==> src/rtl/sys_ctrl_mb.sv <==
// sys_ctrl_mb: UART command-frame controller sequencing RF writes/reads and ALU operations,
// returning results byte-wise to the TX FIFO. Define SYS_CTRL_TIMEOUT_EN for the inter-byte frame timeout.
module sys_ctrl_mb #(
   parameter int unsigned       DATA_W      = 8,
   parameter int unsigned       ADDR_W      = 4,
   parameter int unsigned       ALU_W       = 16,
   parameter int unsigned       FUN_W       = 4,
   parameter int unsigned       OPA_ADDR    = 0,
   parameter int unsigned       OPB_ADDR    = 1,
   parameter logic [DATA_W-1:0] CMD_WR      = 8'hAA,
   parameter logic [DATA_W-1:0] CMD_RD      = 8'hBB,
   parameter logic [DATA_W-1:0] CMD_ALU_OP  = 8'hCC,
   parameter logic [DATA_W-1:0] CMD_ALU_NOP = 8'hDD,
   parameter int unsigned       TIMEOUT_CYC = 255
) (
   input  logic              CLK,
   input  logic              RST,
   input  logic [DATA_W-1:0] RX_DATA,
   input  logic              RX_VLD,
   input  logic              FIFO_FULL,
   input  logic [DATA_W-1:0] RF_RD_DATA,
   input  logic              RF_RD_VLD,
   input  logic [ALU_W-1:0]  ALU_OUT,
   input  logic              ALU_OUT_VLD,
   output logic              RF_WR_EN,
   output logic              RF_RD_EN,
   output logic [ADDR_W-1:0] RF_ADDR,
   output logic [DATA_W-1:0] RF_WR_DATA,
   output logic              ALU_EN,
   output logic [FUN_W-1:0]  ALU_FUN,
   output logic              CLKG_EN,
   output logic              CLKDIV_EN,
   output logic [DATA_W-1:0] TX_DATA,
   output logic              TX_VLD,
   output logic              BUSY,
   output logic              ERR
);

   localparam int unsigned NBYTES = ALU_W / DATA_W;
   localparam int unsigned IDX_W  = (NBYTES > 1) ? $clog2(NBYTES) : 1;
   localparam logic [IDX_W-1:0] IDX_LAST = IDX_W'(NBYTES - 1);

   // Reject configurations the byte serialiser or the timeout cannot handle.
   if ((ALU_W % DATA_W) != 0 || NBYTES == 0 || TIMEOUT_CYC == 0) begin : g_param_chk
      $error("sys_ctrl_mb: ALU_W must be a non-zero multiple of DATA_W and TIMEOUT_CYC > 0");
   end

   typedef enum logic [3:0] {
      IDLE     = 4'd0,
      WR_ADDR  = 4'd1,
      WR_DATA  = 4'd2,
      RD_ADDR  = 4'd3,
      RD_WAIT  = 4'd4,
      TX_RF    = 4'd5,
      OP_A     = 4'd6,
      OP_B     = 4'd7,
      FUN      = 4'd8,
      ALU_WAIT = 4'd9,
      TX_ALU   = 4'd10
   } state_t;

   state_t            state_q,      state_d;
   logic              rf_wr_en_q,   rf_wr_en_d;
   logic              rf_rd_en_q,   rf_rd_en_d;
   logic [ADDR_W-1:0] rf_addr_q,    rf_addr_d;
   logic [DATA_W-1:0] rf_wr_data_q, rf_wr_data_d;
   logic              alu_en_q,     alu_en_d;
   logic [FUN_W-1:0]  alu_fun_q,    alu_fun_d;
   logic              clkg_en_q,    clkg_en_d;
   logic [DATA_W-1:0] tx_data_q,    tx_data_d;
   logic              tx_vld_q,     tx_vld_d;
   logic              busy_q,       busy_d;
   logic [DATA_W-1:0] rd_buf_q,     rd_buf_d;
   logic [ALU_W-1:0]  res_q,        res_d;
   logic [IDX_W-1:0]  idx_q,        idx_d;

`ifdef SYS_CTRL_TIMEOUT_EN
   localparam int unsigned TO_CNT_W = $clog2(TIMEOUT_CYC + 1);
   localparam logic [TO_CNT_W-1:0] TO_LAST = TO_CNT_W'(TIMEOUT_CYC - 1);

   logic [TO_CNT_W-1:0] to_cnt_q, to_cnt_d;
   logic                err_q,    err_d;
   logic                wait_st_s;

   assign wait_st_s = (state_q == WR_ADDR) || (state_q == WR_DATA) || (state_q == RD_ADDR) ||
                      (state_q == OP_A)    || (state_q == OP_B)    || (state_q == FUN);
`endif

   // Next-state and registered-output computation.
   always_comb begin
      state_d      = state_q;
      rf_wr_en_d   = 1'b0;
      rf_rd_en_d   = 1'b0;
      rf_addr_d    = rf_addr_q;
      rf_wr_data_d = rf_wr_data_q;
      alu_en_d     = 1'b0;
      alu_fun_d    = alu_fun_q;
      tx_vld_d     = 1'b0;
      tx_data_d    = tx_data_q;
      rd_buf_d     = rd_buf_q;
      res_d        = res_q;
      idx_d        = idx_q;
      case (state_q)
         IDLE: begin
            if (RX_VLD) begin
               case (RX_DATA)
                  CMD_WR:      state_d = WR_ADDR;
                  CMD_RD:      state_d = RD_ADDR;
                  CMD_ALU_OP:  state_d = OP_A;
                  CMD_ALU_NOP: state_d = FUN;
                  default:     state_d = IDLE;
               endcase
            end else begin
               state_d = IDLE;
            end
         end
         WR_ADDR: begin
            if (RX_VLD) begin
               rf_addr_d = RX_DATA[ADDR_W-1:0];
               state_d   = WR_DATA;
            end else begin
               state_d = WR_ADDR;
            end
         end
         WR_DATA: begin
            if (RX_VLD) begin
               rf_wr_en_d   = 1'b1;
               rf_wr_data_d = RX_DATA;
               state_d      = IDLE;
            end else begin
               state_d = WR_DATA;
            end
         end
         RD_ADDR: begin
            if (RX_VLD) begin
               rf_addr_d  = RX_DATA[ADDR_W-1:0];
               rf_rd_en_d = 1'b1;
               state_d    = RD_WAIT;
            end else begin
               state_d = RD_ADDR;
            end
         end
         RD_WAIT: begin
            if (RF_RD_VLD) begin
               rd_buf_d = RF_RD_DATA;
               state_d  = TX_RF;
            end else begin
               state_d = RD_WAIT;
            end
         end
         TX_RF: begin
            if (!FIFO_FULL) begin
               tx_vld_d  = 1'b1;
               tx_data_d = rd_buf_q;
               state_d   = IDLE;
            end else begin
               state_d = TX_RF;
            end
         end
         OP_A: begin
            if (RX_VLD) begin
               rf_wr_en_d   = 1'b1;
               rf_addr_d    = ADDR_W'(OPA_ADDR);
               rf_wr_data_d = RX_DATA;
               state_d      = OP_B;
            end else begin
               state_d = OP_A;
            end
         end
         OP_B: begin
            if (RX_VLD) begin
               rf_wr_en_d   = 1'b1;
               rf_addr_d    = ADDR_W'(OPB_ADDR);
               rf_wr_data_d = RX_DATA;
               state_d      = FUN;
            end else begin
               state_d = OP_B;
            end
         end
         FUN: begin
            if (RX_VLD) begin
               alu_en_d  = 1'b1;
               alu_fun_d = RX_DATA[FUN_W-1:0];
               state_d   = ALU_WAIT;
            end else begin
               state_d = FUN;
            end
         end
         ALU_WAIT: begin
            if (ALU_OUT_VLD) begin
               res_d   = ALU_OUT;
               idx_d   = '0;
               state_d = TX_ALU;
            end else begin
               state_d = ALU_WAIT;
            end
         end
         TX_ALU: begin
            // Least-significant byte first; index only advances on an accepted write.
            if (!FIFO_FULL) begin
               tx_vld_d  = 1'b1;
               tx_data_d = res_q[idx_q*DATA_W +: DATA_W];
               if (idx_q == IDX_LAST) begin
                  state_d = IDLE;
               end else begin
                  idx_d   = idx_q + IDX_W'(1);
                  state_d = TX_ALU;
               end
            end else begin
               state_d = TX_ALU;
            end
         end
         default: begin
            state_d = IDLE;
         end
      endcase

`ifdef SYS_CTRL_TIMEOUT_EN
      err_d    = 1'b0;
      to_cnt_d = '0;
      // No byte arrived this cycle: the abort path issues no strobe since none was set above.
      if (wait_st_s && !RX_VLD) begin
         if (to_cnt_q == TO_LAST) begin
            state_d = IDLE;
            err_d   = 1'b1;
         end else begin
            to_cnt_d = to_cnt_q + TO_CNT_W'(1);
         end
      end else begin
         to_cnt_d = '0;
      end
`endif

      busy_d    = (state_d != IDLE);
      clkg_en_d = (state_d == FUN) || (state_d == ALU_WAIT) || (state_d == TX_ALU);
   end

   // State, buffers and output registers.
   always_ff @(posedge CLK or negedge RST) begin
      if (!RST) begin
         state_q      <= IDLE;
         rf_wr_en_q   <= 1'b0;
         rf_rd_en_q   <= 1'b0;
         rf_addr_q    <= '0;
         rf_wr_data_q <= '0;
         alu_en_q     <= 1'b0;
         alu_fun_q    <= '0;
         clkg_en_q    <= 1'b0;
         tx_data_q    <= '0;
         tx_vld_q     <= 1'b0;
         busy_q       <= 1'b0;
         rd_buf_q     <= '0;
         res_q        <= '0;
         idx_q        <= '0;
      end else begin
         state_q      <= state_d;
         rf_wr_en_q   <= rf_wr_en_d;
         rf_rd_en_q   <= rf_rd_en_d;
         rf_addr_q    <= rf_addr_d;
         rf_wr_data_q <= rf_wr_data_d;
         alu_en_q     <= alu_en_d;
         alu_fun_q    <= alu_fun_d;
         clkg_en_q    <= clkg_en_d;
         tx_data_q    <= tx_data_d;
         tx_vld_q     <= tx_vld_d;
         busy_q       <= busy_d;
         rd_buf_q     <= rd_buf_d;
         res_q        <= res_d;
         idx_q        <= idx_d;
      end
   end

`ifdef SYS_CTRL_TIMEOUT_EN
   // Inter-byte timeout counter and abort pulse.
   always_ff @(posedge CLK or negedge RST) begin
      if (!RST) begin
         to_cnt_q <= '0;
         err_q    <= 1'b0;
      end else begin
         to_cnt_q <= to_cnt_d;
         err_q    <= err_d;
      end
   end

   assign ERR = err_q;
`else
   assign ERR = 1'b0;
`endif

   assign RF_WR_EN   = rf_wr_en_q;
   assign RF_RD_EN   = rf_rd_en_q;
   assign RF_ADDR    = rf_addr_q;
   assign RF_WR_DATA = rf_wr_data_q;
   assign ALU_EN     = alu_en_q;
   assign ALU_FUN    = alu_fun_q;
   assign CLKG_EN    = clkg_en_q;
   assign CLKDIV_EN  = 1'b1;
   assign TX_DATA    = tx_data_q;
   assign TX_VLD     = tx_vld_q;
   assign BUSY       = busy_q;

endmodule
==> config.mk <==
export PLATFORM = sky130hd
export DESIGN_NAME = sys_ctrl_mb
export DESIGN_NICKNAME = d
export VERILOG_FILES = /design/src/rtl/sys_ctrl_mb.sv
export SDC_FILE = /design/constraint.sdc
export NUM_CORES = 1
export LEC_CHECK = 0
export BUFFER_PORTS_ARGS = -buffer_cell sky130_fd_sc_hd__buf_4
export CORE_MARGIN = 2
export CORE_UTILIZATION = 47
export CTS_CLUSTER_SIZE = 30
export DETAILED_ROUTE_END_ITERATION = 16
export PLACE_DENSITY = 0.75
export SLEW_MARGIN = 20
export SYNTH_ARGS = -nofsm -noshare
export SYNTH_HDL_FRONTEND = slang
export SYNTH_SLANG_ARGS = --single-unit
==> constraint.sdc <==
create_clock -name CLK -period 1.7 [get_ports CLK]
set_input_delay 0.17 -clock CLK [delete_from_list [all_inputs] [get_ports CLK]]
set_output_delay 0.17 -clock CLK [all_outputs]
set_load 0.1 [all_outputs]
* Yosys cells after proc, flatten, opt, wreduce, memory -nomap -nowiden
Index checks and enable logic that the tools add are counted.
Cells by class: $add $sub $neg 1, eq/ne operators 23, shift-type cells 1, muxes and demuxes 31, reduce and logical (&&, ||, !) cells 17
Operator list (count):
- $pmux 4 s11 | 1
- $eq 8x8->1 const B | 4
- $mux 4 | 7
- $eq 4x4->1 const B | 6
- $eq 4x3->1 const B | 4
- $mux 8 | 2
- $pmux 4 s4 | 1
- $pmux 8 s2 | 1
- $shiftx 16x5->8 | 1
- $mux 1 | 12
- $pmux 4 s3 | 1
- $ne 2x2->1 const B | 5
- $eq 4x2->1 const B | 2
- $reduce_and 2->1 | 4
- $mux 2 | 3
- $mux 3 | 2
- $reduce_and 3->1 | 2
- $eq 4x1->1 const B | 1
- $logic_not 4->1 | 1
- $reduce_and 4->1 | 1
- $reduce_bool 2->1 | 2
- $reduce_bool 4->1 | 1
- $reduce_or 2->1 | 2
- $reduce_bool 3->1 | 1
- other kinds (5) | 6
Storage, ports and cells: register bits 59, bits of input ports 38, output and inout bits 32, word-level logic and storage cells 87

* Longest topological paths before layout
word-level depth 7, mapped depth 8

* Worst setup path after synthesis
No wires, ideal clock.
kind reg2reg, start point reg state_q[2], end point reg busy_q (netlist: BUSY), setup time 133 ps, data arrival time 1437 ps, data required time 1567 ps, setup slack 129 ps, stages on the path, launching flop included 7, path buffers 1, cells stage by stage dfrtp_1 > buf_6 > nor2b_4 > nand3b_1 > a21oi_1 > or4_4 > nand4b_1
Between the ends: cells in the longest elaborated chain, start to end 3
RTL lines:
- start: declaration | line 62 | state_t state_q, state_d;
- start signal: assignment | line 256 | state_q <= state_d;
- $eq 4x4->1 (tied with other cells) | line 103 | case (state_q)
- $pmux 4 s11 * | line 103
- net state_d[0] | line 62
- $reduce_bool 4->1 * | line 234 | busy_d = (state_d != IDLE);
- net busy_d | line 72 | logic busy_q, busy_d;
- end signal: assignment | line 266 | busy_q <= busy_d;
- end: declaration | line 72
Mark *: on every way through the listed nets, which the timed path passes. The rest lies on a longest branch. A chain may end at the register's enable or synchronous reset.

* Final worst setup path
start point reg state_q[2], end point reg busy_q (netlist: BUSY)
Between the ends: cells in the longest elaborated chain, start to end 3
RTL lines (line):
- $eq 4x4->1 (tied with other cells) | 103
- $pmux 4 s11 * | 103
- $reduce_bool 4->1 * | 234
- net busy_d | 72
Marked as above.

==> flow_results.xml <==
<?xml version="1.0" encoding="UTF-8"?>
<metrics>
  <group name="synth">
    <metric name="synth_seq_cells" unit="">59</metric>
    <metric name="syn_nets" unit="">265</metric>
    <metric name="synth.distinct_cells" unit="">44</metric>
    <metric name="combinational_family_with_the_most_area_after_synthesis" unit="">multiplexers</metric>
    <metric name="yosys-mux-area-fraction" unit="%">18.9</metric>
    <metric name="synth_compound_gate_area_share" unit="%">7.71</metric>
    <metric name="yosysSeqAreaShare" unit="%">54.2</metric>
    <metric name="async_flop_share" unit="%">100</metric>
    <metric name="synthesis.area_per_instance" unit="sq um">12.0</metric>
    <metric name="yosys.area_share.adder" unit="%">0</metric>
    <metric name="number_of_flops_mapped_to_enable_cells_by_yosys" unit="">0</metric>
    <metric name="synth_xor_area_share" unit="%">0.321</metric>
    <metric name="synth_simple_gate_area_share" unit="%">13.9</metric>
    <metric name="postSynth.topFlopCell" unit="">sky130_fd_sc_hd__dfrtp_1</metric>
    <metric name="netlist_instances" unit="">227</metric>
    <metric name="synth_warnings" unit="">0</metric>
    <metric name="synth_area" unit="sq um">2730</metric>
  </group>
  <group name="place">
    <metric name="place.gp.congestion" unit="">1.04</metric>
    <metric name="buffers_added_on_ports" unit="">67</metric>
    <metric name="dpl.cell_count" unit="">373</metric>
    <metric name="detailedPlacementHpwl" unit="um">4240</metric>
  </group>
  <group name="outcome">
    <metric name="failed_checks" unit="">setup timing</metric>
    <metric name="status" unit="">finished, violations left</metric>
  </group>
  <group name="floorplan">
    <metric name="io_pins" unit="">70</metric>
    <metric name="placementRows" unit="">27</metric>
    <metric name="die_extent_in_y" unit="um">80.2</metric>
    <metric name="die_area" unit="sq um">6430</metric>
    <metric name="floorplan.initialDensity" unit="%">49.2</metric>
    <metric name="placeableCoreArea" unit="sq um">5540</metric>
    <metric name="die_x" unit="um">80.2</metric>
  </group>
  <group name="timing">
    <metric name="slew_violations" unit="">0</metric>
    <metric name="post-route-min-period" unit="ps">1710</metric>
    <metric name="timing.final.setup_violations" unit="">1</metric>
    <metric name="fin_skew" unit="ps">8.08</metric>
    <metric name="rsz0062_at_grt" unit="">yes</metric>
    <metric name="timing.final.ws_setup" unit="ps">-13.5</metric>
    <metric name="worstMarginPinSlew" unit="ps">713</metric>
    <metric name="fin_crit_sh" unit="%">101</metric>
    <metric name="hold_viol" unit="">0</metric>
    <metric name="max-slew-margin-rel" unit="%">52.5</metric>
    <metric name="worst_hold_slack" unit="ps">48.1</metric>
    <metric name="maxClockFrequency" unit="GHz">0.584</metric>
  </group>
  <group name="power">
    <metric name="seq_power_share" unit="%">31.0</metric>
    <metric name="power_report.internal_total" unit="mW">3.45</metric>
    <metric name="power.net_switching" unit="mW">3.17</metric>
    <metric name="p_leak" unit="nW">1.79</metric>
    <metric name="peakVddDrop" unit="mV">1.83</metric>
    <metric name="share_comb_of_total_power" unit="%">50.2</metric>
    <metric name="clock_power_share" unit="%">18.8</metric>
    <metric name="power.density_cell_area" unit="nW/um^2">1810</metric>
    <metric name="power_consumption" unit="mW">6.62</metric>
    <metric name="power.switching_fraction" unit="%">47.9</metric>
  </group>
  <group name="route">
    <metric name="finalWirelength" unit="um">5920</metric>
    <metric name="ant_nets" unit="">0</metric>
    <metric name="routed_via_density" unit="">5.23</metric>
    <metric name="detail_route.first_pass.iterations" unit="">4</metric>
    <metric name="initialDrtViolationCount" unit="">172</metric>
    <metric name="drt-wirelength-per-cell" unit="um">15.1</metric>
    <metric name="routed-via-count" unit="">2051</metric>
    <metric name="drcViolationCount" unit="">0</metric>
  </group>
  <group name="finish">
    <metric name="fillers" unit="">436</metric>
    <metric name="num-nets-final" unit="">353</metric>
    <metric name="layout.area.seq" unit="sq um">1480</metric>
    <metric name="stdcell_count" unit="">392</metric>
    <metric name="area_of_the_multi_input_gates" unit="sq um">1130</metric>
    <metric name="layout.cells.most_common" unit="">sky130_fd_sc_hd__buf_4</metric>
    <metric name="layout-area-overhead-vs-synth" unit="%">33.9</metric>
    <metric name="finish.utilization" unit="%">65.9</metric>
    <metric name="antennaDiodeCount" unit="">0</metric>
    <metric name="share_of_post_route_cells_with_drive_strength_above_1" unit="%">47.5</metric>
    <metric name="top_library_cells_by_usage_in_the_layout_fill_and_taps_aside" unit="">84 x sky130_fd_sc_hd__buf_4, 56 x sky130_fd_sc_hd__dfrtp_1, 30 x sky130_fd_sc_hd__mux2_2</metric>
  </group>
  <group name="cts">
    <metric name="cell_at_the_root_of_the_clock_tree" unit="">sky130_fd_sc_hd__clkbuf_8</metric>
    <metric name="cts_tree" unit="">built</metric>
    <metric name="clock_sink_count" unit="">59</metric>
    <metric name="clock_path_buffers" unit="">2</metric>
    <metric name="cts_inserted_buffers" unit="">9</metric>
    <metric name="cts.reportedPaths.clkPinSlew" unit="ps">60</metric>
    <metric name="number_of_h_tree_levels" unit="">3</metric>
    <metric name="worst_skew_pair.late_latency" unit="ps">330</metric>
  </group>
  <group name="critical_path">
    <metric name="worstPathArrival" unit="ps">1910</metric>
    <metric name="max_stage_delay" unit="ps">490</metric>
    <metric name="crit_path_top_delay_cell" unit="">sky130_fd_sc_hd__dfrtp_2</metric>
    <metric name="critical_path.max_fanout" unit="">7</metric>
    <metric name="worstSetupEndpointType" unit="">register</metric>
    <metric name="series_of_cell_instances_along_the_critical_path" unit="">nor2b_4 &gt; buf_4 &gt; a32oi_1 &gt; o21ai_1 &gt; a211oi_1 &gt; nand4b_1</metric>
    <metric name="timing.critical_path.required" unit="ps">1890</metric>
    <metric name="setup.worst_path.start_class" unit="">register</metric>
    <metric name="criticalPathCategory" unit="">reg2reg</metric>
  </group>
  <group name="run">
    <metric name="maxCapViolations" unit="">0</metric>
  </group>
  <group name="hold_path">
    <metric name="hp-class" unit="">in2reg</metric>
  </group>
  <group name="global_routing">
    <metric name="number_of_global_route_vias_before_repair" unit="">1977</metric>
    <metric name="grt-ovfl-total" unit="">0</metric>
    <metric name="grt_first_pass_wirelength" unit="um">9450</metric>
    <metric name="grt_start_max_net_pins" unit="">60</metric>
    <metric name="number_of_antenna_violations_at_the_first_check_in_global_routing" unit="">0</metric>
    <metric name="grt_util_overall" unit="%">19.6</metric>
  </group>
</metrics>
==> layer usage <==
metal  track usage [%]  part of all wire, %  vias to the layer above
met5                 0                    0                        -
met3              6.07                  6.4                       12
met4              7.12                  1.7                        0
li1                  -                    -                      970
met1              25.5                   43                      993
met2              31.1                   49                       76
==> critical path: cells and delay by family, from the launching register on <==
kind                   cells  cell delay, ps
buffers and inverters      1             140
DFF                        1             490
AOI/OAI and AO/OA          3             630
and+or+nand+nor            2             310
==> sequential cells by signal, summed over array words and instances, names as in the netlist <==
name / flops
RF_RD_EN: 1
RF_WR_EN: 1
rd_buf_q: 8
res_q: 16
idx_q: 1
RF_ADDR: 4
BUSY: 1
ALU_EN: 1
ALU_FUN: 4
state_q: 4
CLKG_EN: 1
TX_VLD: 1
TX_DATA: 8
RF_WR_DATA: 8
==> power groups by stage <==
| stage | Clock, mW | Sequential, mW | Combinational (mW) |
|---|---|---|---|
| floorplan | 0 | 3.77 | 0.777 |
| finish | 1.24 | 2.05 | 3.32 |
| global route | 1.34 | 2.10 | 3.45 |
| global placement | 0 | 2.05 | 3.26 |
| CTS | 1.28 | 2.05 | 3.31 |
| detailed placement | 0 | 2.07 | 3.29 |
==> cells by family after synthesis <==
family,Yosys count
xor+xnor,1
buf+inv,21
simple gates,60
mux,47
flops,59
other cells,2
compound gates,37
==> through the flow <==
stage / TNS (ps) / area, sq um / worst slack (ps)
after floorplan: 0 / 2730 / 129
after global placement: 0 / 3410 / 45.0
after detailed placement: -33.5 / 3410 / -33.5
after CTS: 0 / 3630 / 4.55
after global routing: -19.8 / 3650 / -19.8
final: -13.5 / 3650 / -13.5
==> path summary, 6_finish.rpt <==
check | cells past startpoint | start | slack [ps] | to
max in group asynchronous | 2 | RST | 750 | state_q[2]$_DFF_PN0_
hold / removal | 2 | ALU_OUT[7] | 50 | res_q[7]$_DFFE_PN0P_
setup / recovery | 6 | state_q[2]$_DFF_PN0_ | -10 | BUSY$_DFF_PN0_
setup reg to reg | 6 | state_q[2]$_DFF_PN0_ | -10 | BUSY$_DFF_PN0_
hold reg to reg | 2 | TX_DATA[2]$_DFFE_PN0P_ | 480 | TX_DATA[2]$_DFFE_PN0P_
min in group asynchronous | 2 | RST | 430 | ALU_FUN[1]$_DFFE_PN0P_
==> synthesized netlist by cell type (2+ instances only) <==
cell | number | area share (%)
sky130_fd_sc_hd__a21o_1 | 2 | 0.55
sky130_fd_sc_hd__a21oi_1 | 5 | 0.92
sky130_fd_sc_hd__a31oi_1 | 2 | 0.46
sky130_fd_sc_hd__a32oi_1 | 2 | 0.64
sky130_fd_sc_hd__and3_1 | 2 | 0.46
sky130_fd_sc_hd__buf_2 | 5 | 0.92
sky130_fd_sc_hd__buf_4 | 4 | 1.1
sky130_fd_sc_hd__buf_6 | 3 | 1.2
sky130_fd_sc_hd__conb_1 | 2 | 0.28
sky130_fd_sc_hd__dfrtp_1 | 59 | 54
sky130_fd_sc_hd__inv_1 | 6 | 0.83
sky130_fd_sc_hd__mux2_1 | 6 | 2.5
sky130_fd_sc_hd__mux2_2 | 30 | 12
sky130_fd_sc_hd__mux2i_1 | 11 | 4.0
sky130_fd_sc_hd__nand2_1 | 28 | 3.9
sky130_fd_sc_hd__nand3_1 | 5 | 0.92
sky130_fd_sc_hd__nand3_2 | 2 | 0.73
sky130_fd_sc_hd__nand3b_1 | 3 | 0.83
sky130_fd_sc_hd__nor2b_2 | 2 | 0.64
sky130_fd_sc_hd__o21ai_0 | 23 | 4.2
sky130_fd_sc_hd__or4_4 | 2 | 0.83
==> cell type report <==
| class | count | share of cell area, % |
|---|---|---|
| clock buffer | 11 | 3.87 |
| clock inverter | 5 | 1.44 |
| inverter | 8 | 0.891 |
| multi-input combinational | 147 | 31.0 |
| sequential | 59 | 40.6 |
| tap | 72 | 2.47 |
| timing repair buffer | 90 | 19.8 |
==> timing repair <==
item                       CTS  global route
pin swaps                    0             2
hold buffers                 1             0
buffers inserted             1             1
gates resized for setup      3             5
setup endpoints to repair    1             3
hold endpoints to repair    59             0
Power figures use the tool's default switching activity.
